==> config.mk <==
export PLATFORM = sky130hd
export DESIGN_NAME = regfile_mp
export DESIGN_NICKNAME = d
export VERILOG_FILES = /design/src/rtl/regfile_mp.sv
export SDC_FILE = /design/constraint.sdc
export NUM_CORES = 2
export LEC_CHECK = 0
export ABC_CLOCK_PERIOD_IN_PS = 10090
export CORE_ASPECT_RATIO = 0.7
export CORE_UTILIZATION = 55
export CTS_CLUSTER_SIZE = 10
export DETAILED_ROUTE_END_ITERATION = 10
export PLACE_DENSITY = 0.71
export SKIP_CTS_REPAIR_TIMING = 1
export SLEW_MARGIN = 20
export SYNTH_ARGS = -nofsm -noshare
export SYNTH_HDL_FRONTEND = slang
export SYNTH_SLANG_ARGS = --single-unit
export TNS_END_PERCENT = 5
==> constraint.sdc <==
create_clock -name clk_i -period 10.09 [get_ports clk_i]
set_clock_uncertainty 0.1 [all_clocks]
set_input_delay 2.018 -clock clk_i [delete_from_list [all_inputs] [get_ports clk_i]]
set_output_delay 2.018 -clock clk_i [all_outputs]
set_load 0.05 [all_outputs]
==> src/rtl/regfile_mp.sv <==
// Multi-port integer register file with hardwired-zero x0, optional
// write-to-read bypass and a per-register busy scoreboard for the issue stage.
module regfile_mp #(
   parameter int XLEN   = 32,
   parameter int NREGS  = 32,
   parameter int NRD    = 2,
   parameter int NWR    = 1,
   parameter int BYPASS = 1
) (
   input  logic                clk_i,
   input  logic                rst_i,
   input  logic [NRD*$clog2(NREGS)-1:0] rd_addr_i,
   output logic [NRD*XLEN-1:0] rd_data_o,
   output logic [NRD-1:0]      rd_busy_o,
   input  logic [NWR-1:0]      wr_en_i,
   input  logic [NWR*$clog2(NREGS)-1:0] wr_addr_i,
   input  logic [NWR*XLEN-1:0] wr_data_i,
   input  logic                sb_set_i,
   input  logic [$clog2(NREGS)-1:0] sb_addr_i,
   input  logic                sb_flush_i,
   output logic [NREGS-1:0]    busy_vec_o
);

   localparam int AW = $clog2(NREGS);

   logic [XLEN-1:0]  mem [NREGS];
   logic [NREGS-1:0] busy_q;
   logic [NREGS-1:0] busy_d;

   // Next scoreboard state: write-clears first, then set overrides, flush overrides all.
   always_comb begin
      busy_d = busy_q;
      for (int j = 0; j < NWR; j++) begin
         if (wr_en_i[j] && (wr_addr_i[j*AW +: AW] != '0))
            busy_d[wr_addr_i[j*AW +: AW]] = 1'b0;
      end
      if (sb_flush_i)
         busy_d = '0;
      else if (sb_set_i && (sb_addr_i != '0))
         busy_d[sb_addr_i] = 1'b1;
      busy_d[0] = 1'b0;
   end

   always_ff @(posedge clk_i) begin
      if (rst_i) begin
         for (int i = 0; i < NREGS; i++)
            mem[i] <= '0;
         busy_q <= '0;
      end else begin
         // Ascending port order lets the highest-indexed port win a collision.
         for (int j = 0; j < NWR; j++) begin
            if (wr_en_i[j] && (wr_addr_i[j*AW +: AW] != '0))
               mem[wr_addr_i[j*AW +: AW]] <= wr_data_i[j*XLEN +: XLEN];
         end
         busy_q <= busy_d;
      end
   end

   always_comb begin
      logic [AW-1:0]   ra;
      logic [XLEN-1:0] rdat;
      logic            rbusy;
      rd_data_o = '0;
      rd_busy_o = '0;
      for (int k = 0; k < NRD; k++) begin
         ra    = rd_addr_i[k*AW +: AW];
         rdat  = (ra == '0) ? '0 : mem[ra];
         rbusy = busy_q[ra];
         if ((BYPASS != 0) && !rst_i && (ra != '0)) begin
            for (int j = 0; j < NWR; j++) begin
               if (wr_en_i[j] && (wr_addr_i[j*AW +: AW] == ra)) begin
                  rdat  = wr_data_i[j*XLEN +: XLEN];
                  rbusy = 1'b0;
               end
            end
         end
         rd_data_o[k*XLEN +: XLEN] = rdat;
         rd_busy_o[k]              = rbusy;
      end
   end

   assign busy_vec_o = busy_q;

endmodule

==> results by group <==
Outcome
  – Status: finished, final reports clean

Finish
  – Ratio of cells with drive above 1 in the final layout: 0.193
  – Core Util, Final: 0.613
  – Filler cell count: 7725
  – Final net count: 4183
  – Area growth from synthesis to layout: 10.5%

Setup path
  – Kind of critical path: input port to output port
  – Worst reg2reg startpoint: busy_vec_o[24]
  – Nature of the critical path endpoint: output port
  – Reg2Reg Depth: 2
  – CP most frequent cell: buf_4
  – CP cell instances: clkdlybuf4s50_1, inv_1, buf_4, nand3_2, buf_4, a21bo_2, buf_4, o41ai_2, clkdlybuf4s50_1
  – Critical Path RT: 7.97 ns
  – CP Max Fanout: 34
  – Critical Path Max Stage Delay: 0.90 ns
  – RR Endpoint: busy_vec_o[24]
  – Critical Path Source: rd_addr_i[9]
  – Crit path to: rd_data_o[54]
  – WP data arrival: 6.39 ns
  – CP max stage cell: clkdlybuf4s50_1
  – R2R setup slack: 8.87 ns
  – Startpoint types: input port

STA
  – Final Hold Vio Count: 0
  – Post-route setup TNS: 0 ns
  – Slew margin rel.: 0.218
  – RSZ-0062 raised after global routing: no
  – Max Clock Freq: 118 MHz
  – # setup viols final: 0
  – Slew Viols, Final: 0
  – Hold slack final: 0.444 ns
  – Period utilization: 0.843
  – Min cycle time layout: 8.51 ns
  – Tightest Pin Transition: 1.17 ns

CTS
  – TritonCTS clock tree: done
  – CTS clock-pin slew for the worst setup and hold paths: 0.06 ns
  – CTS buffer count: 116
  – Clock buffer depth: 3
  – Clk Latency, worst-skew pair: 0.72 ns
  – Clock root buffer: clkbuf_16
  – H-Tree Depth: 3
  – Clk sink count: 1055

Floorplan
  – Row Count: 99
  – Core box area: 104000 µm²
  – Die Span X: 389 µm
  – I/O pin cnt: 155
  – Die Area: 106000 µm²
  – Effective utilization at floorplan: 0.555
  – Die height: 273 µm

Yosys
  – Count leader, synth: edfxtp_1
  – Async SR Flop Fraction: 0
  – Synth cell count leaders: edfxtp_1, and2_1, mux2i_1
  – Cells taking the most area after synthesis: edfxtp_1, mux4_2, and2_1
  – Post-synth EDFFs: 1024
  – Synth warnings: 0
  – Synth Register Bits: 1055
  – Cell variety after synth: 49
  – Post-synth top area share: 0.533
  – Top cell type by total area after synthesis: edfxtp_1
  – Avg Inst Size Synth: 14.0 µm²
  – Cell count after synthesis: 4134
  – Cell area after synthesis: 57700 µm²
  – Top_reg_cell synth: edfxtp_1
  – Sequential element share of the synthesized area: 0.543

Detailed routing
  – Drt initial violations: 6025
  – Drt wl/cell: 34.5 µm
  – Final ANT Viol Nets: 0
  – DRC violations left: 0
  – Vias per cell: 7.02
  – Total wire length: 191000 µm
  – Drt pass-1 iters: 5
  – Vias: 38900

Worst hold path
  – Hold Path Class: flop to flop

Placement
  – GP Congestion: 0.943
  – Dpl hpwl: 113000 µm
  – # port buffers: 153

Global route
  – Vias in the first global route: 37600
  – Congestion Overflow GR: 0
  – First-pass GRT wire length: 270000 µm
  – Total GRT Usage: 0.358
  – Number of antenna violations at the first check in global routing: 15
  – Largest net degree at the start of global routing: 111

Flow run
  – Max Cap Viol: 0

Power
  – Peak supply drop: 0.000128 V
  – Leakage power: 22.3 nW
  – PD cells: 164 nW/µm²
worst min path at each step:
stage | startpoint | to | slack [ns] | depth (start not counted)
finish | busy_vec_o[12] | busy_vec_o[12] | 0.44 | 2
global route | busy_vec_o[12] | busy_vec_o[12] | 0.44 | 2
CTS | busy_vec_o[12] | busy_vec_o[12] | 0.42 | 2
detailed placement | busy_vec_o[12] | busy_vec_o[12] | 0.41 | 2
global placement | busy_vec_o[12] | busy_vec_o[12] | 0.41 | 2
floorplan | busy_vec_o[22] | busy_vec_o[22] | 0.63 | 2
layout make-up:
type | count | area [µm²] | area share
inverter | 2 | 7.51 | 0.000118
sequential | 1055 | 31400 | 0.492
clock inverter | 7 | 70.1 | 0.00110
tap | 1363 | 1710 | 0.0267
antenna | 5 | 12.5 | 0.000196
clock buffer | 157 | 3080 | 0.0482
multi-input combinational | 2650 | 24800 | 0.389
timing repair buffer | 301 | 2730 | 0.0428
flip-flops by register name (all words and copies together) (netlist names):
name	flops
mem	1024
busy_vec_o	31
layer usage:
layer	vias up	track usage	wire, µm
met5	-	0	41
met4	10	0.143	8350
met3	452	0.116	29100
met2	3052	0.517	81900
met1	19500	0.503	71900
li1	15800	-	-
worst max-delay path, delay by kind of cell:
family / cells / cell delay, ns
buf+inv: 6 / 3.04
compound gates: 2 / 1.09
simple gates: 1 / 0.14
where the power goes:
group	total, W	switching [W]	leakage [nW]	internal, W
Clock	0.00378	0.00169	1.52	0.00208
Sequential	0.00517	0.000119	10.0	0.00505
Combinational	0.00151	0.000944	10.7	0.000562
Total	0.0105	0.00276	22.3	0.00770
per-stage QoR:
step           total power [W]  area, µm²  std cells  setup slack [ns]
5_1_grt                 0.0107      63800       5535              1.66
6_report                0.0105      63800       5540              1.58
4_1_cts                 0.0104      63800       5535              1.83
2_1_floorplan          0.00618      57800       4166              3.20
3_5_place_dp           0.00672      60700       5371              1.85
3_3_place_gp           0.00670      60700       5371              1.81
kinds of logic (layout without fill, tap and decap cells):
family          Yosys count  count (layout)  synth area share
flops                  1055            1055             0.543
xor+xnor                 10              10           0.00152
simple gates           1272            1272             0.135
other cells               1              38         0.0000650
buf+inv                 461             467            0.0363
mux                     794             794             0.212
compound gates          541             541            0.0723
layout by cell type, fill, tap and decap left out, types with 10 or more instances in the layout:
| master | Yosys | routed |
|---|---|---|
| edfxtp_1 | 1024 | 1024 |
| and2_1 | 997 | 996 |
| mux2i_1 | 393 | 393 |
| mux4_2 | 334 | 334 |
| buf_4 | 56 | 146 |
| a22oi_1 | 140 | 140 |
| clkdlybuf4s50_1 | 0 | 140 |
| clkbuf_16 | 0 | 117 |
| a221oi_1 | 110 | 110 |
| a21oi_1 | 100 | 100 |
| mux2_2 | 67 | 67 |
| nand4_1 | 64 | 64 |
| o22ai_1 | 63 | 63 |
| nand2b_1 | 66 | 52 |
| nand2_1 | 42 | 42 |
| clkbuf_1 | 315 | 40 |
| o41ai_1 | 33 | 33 |
| conb_1 | 1 | 33 |
| o41ai_2 | 31 | 31 |
| dfxtp_1 | 31 | 31 |
| nor2_2 | 0 | 26 |
| nor2_1 | 51 | 21 |
| a2bb2oi_1 | 19 | 19 |
| o21bai_4 | 0 | 19 |
| o21ai_0 | 19 | 19 |
| nand2b_2 | 0 | 14 |
| xor2_1 | 10 | 10 |
Power figures use the tool's default switching activity.
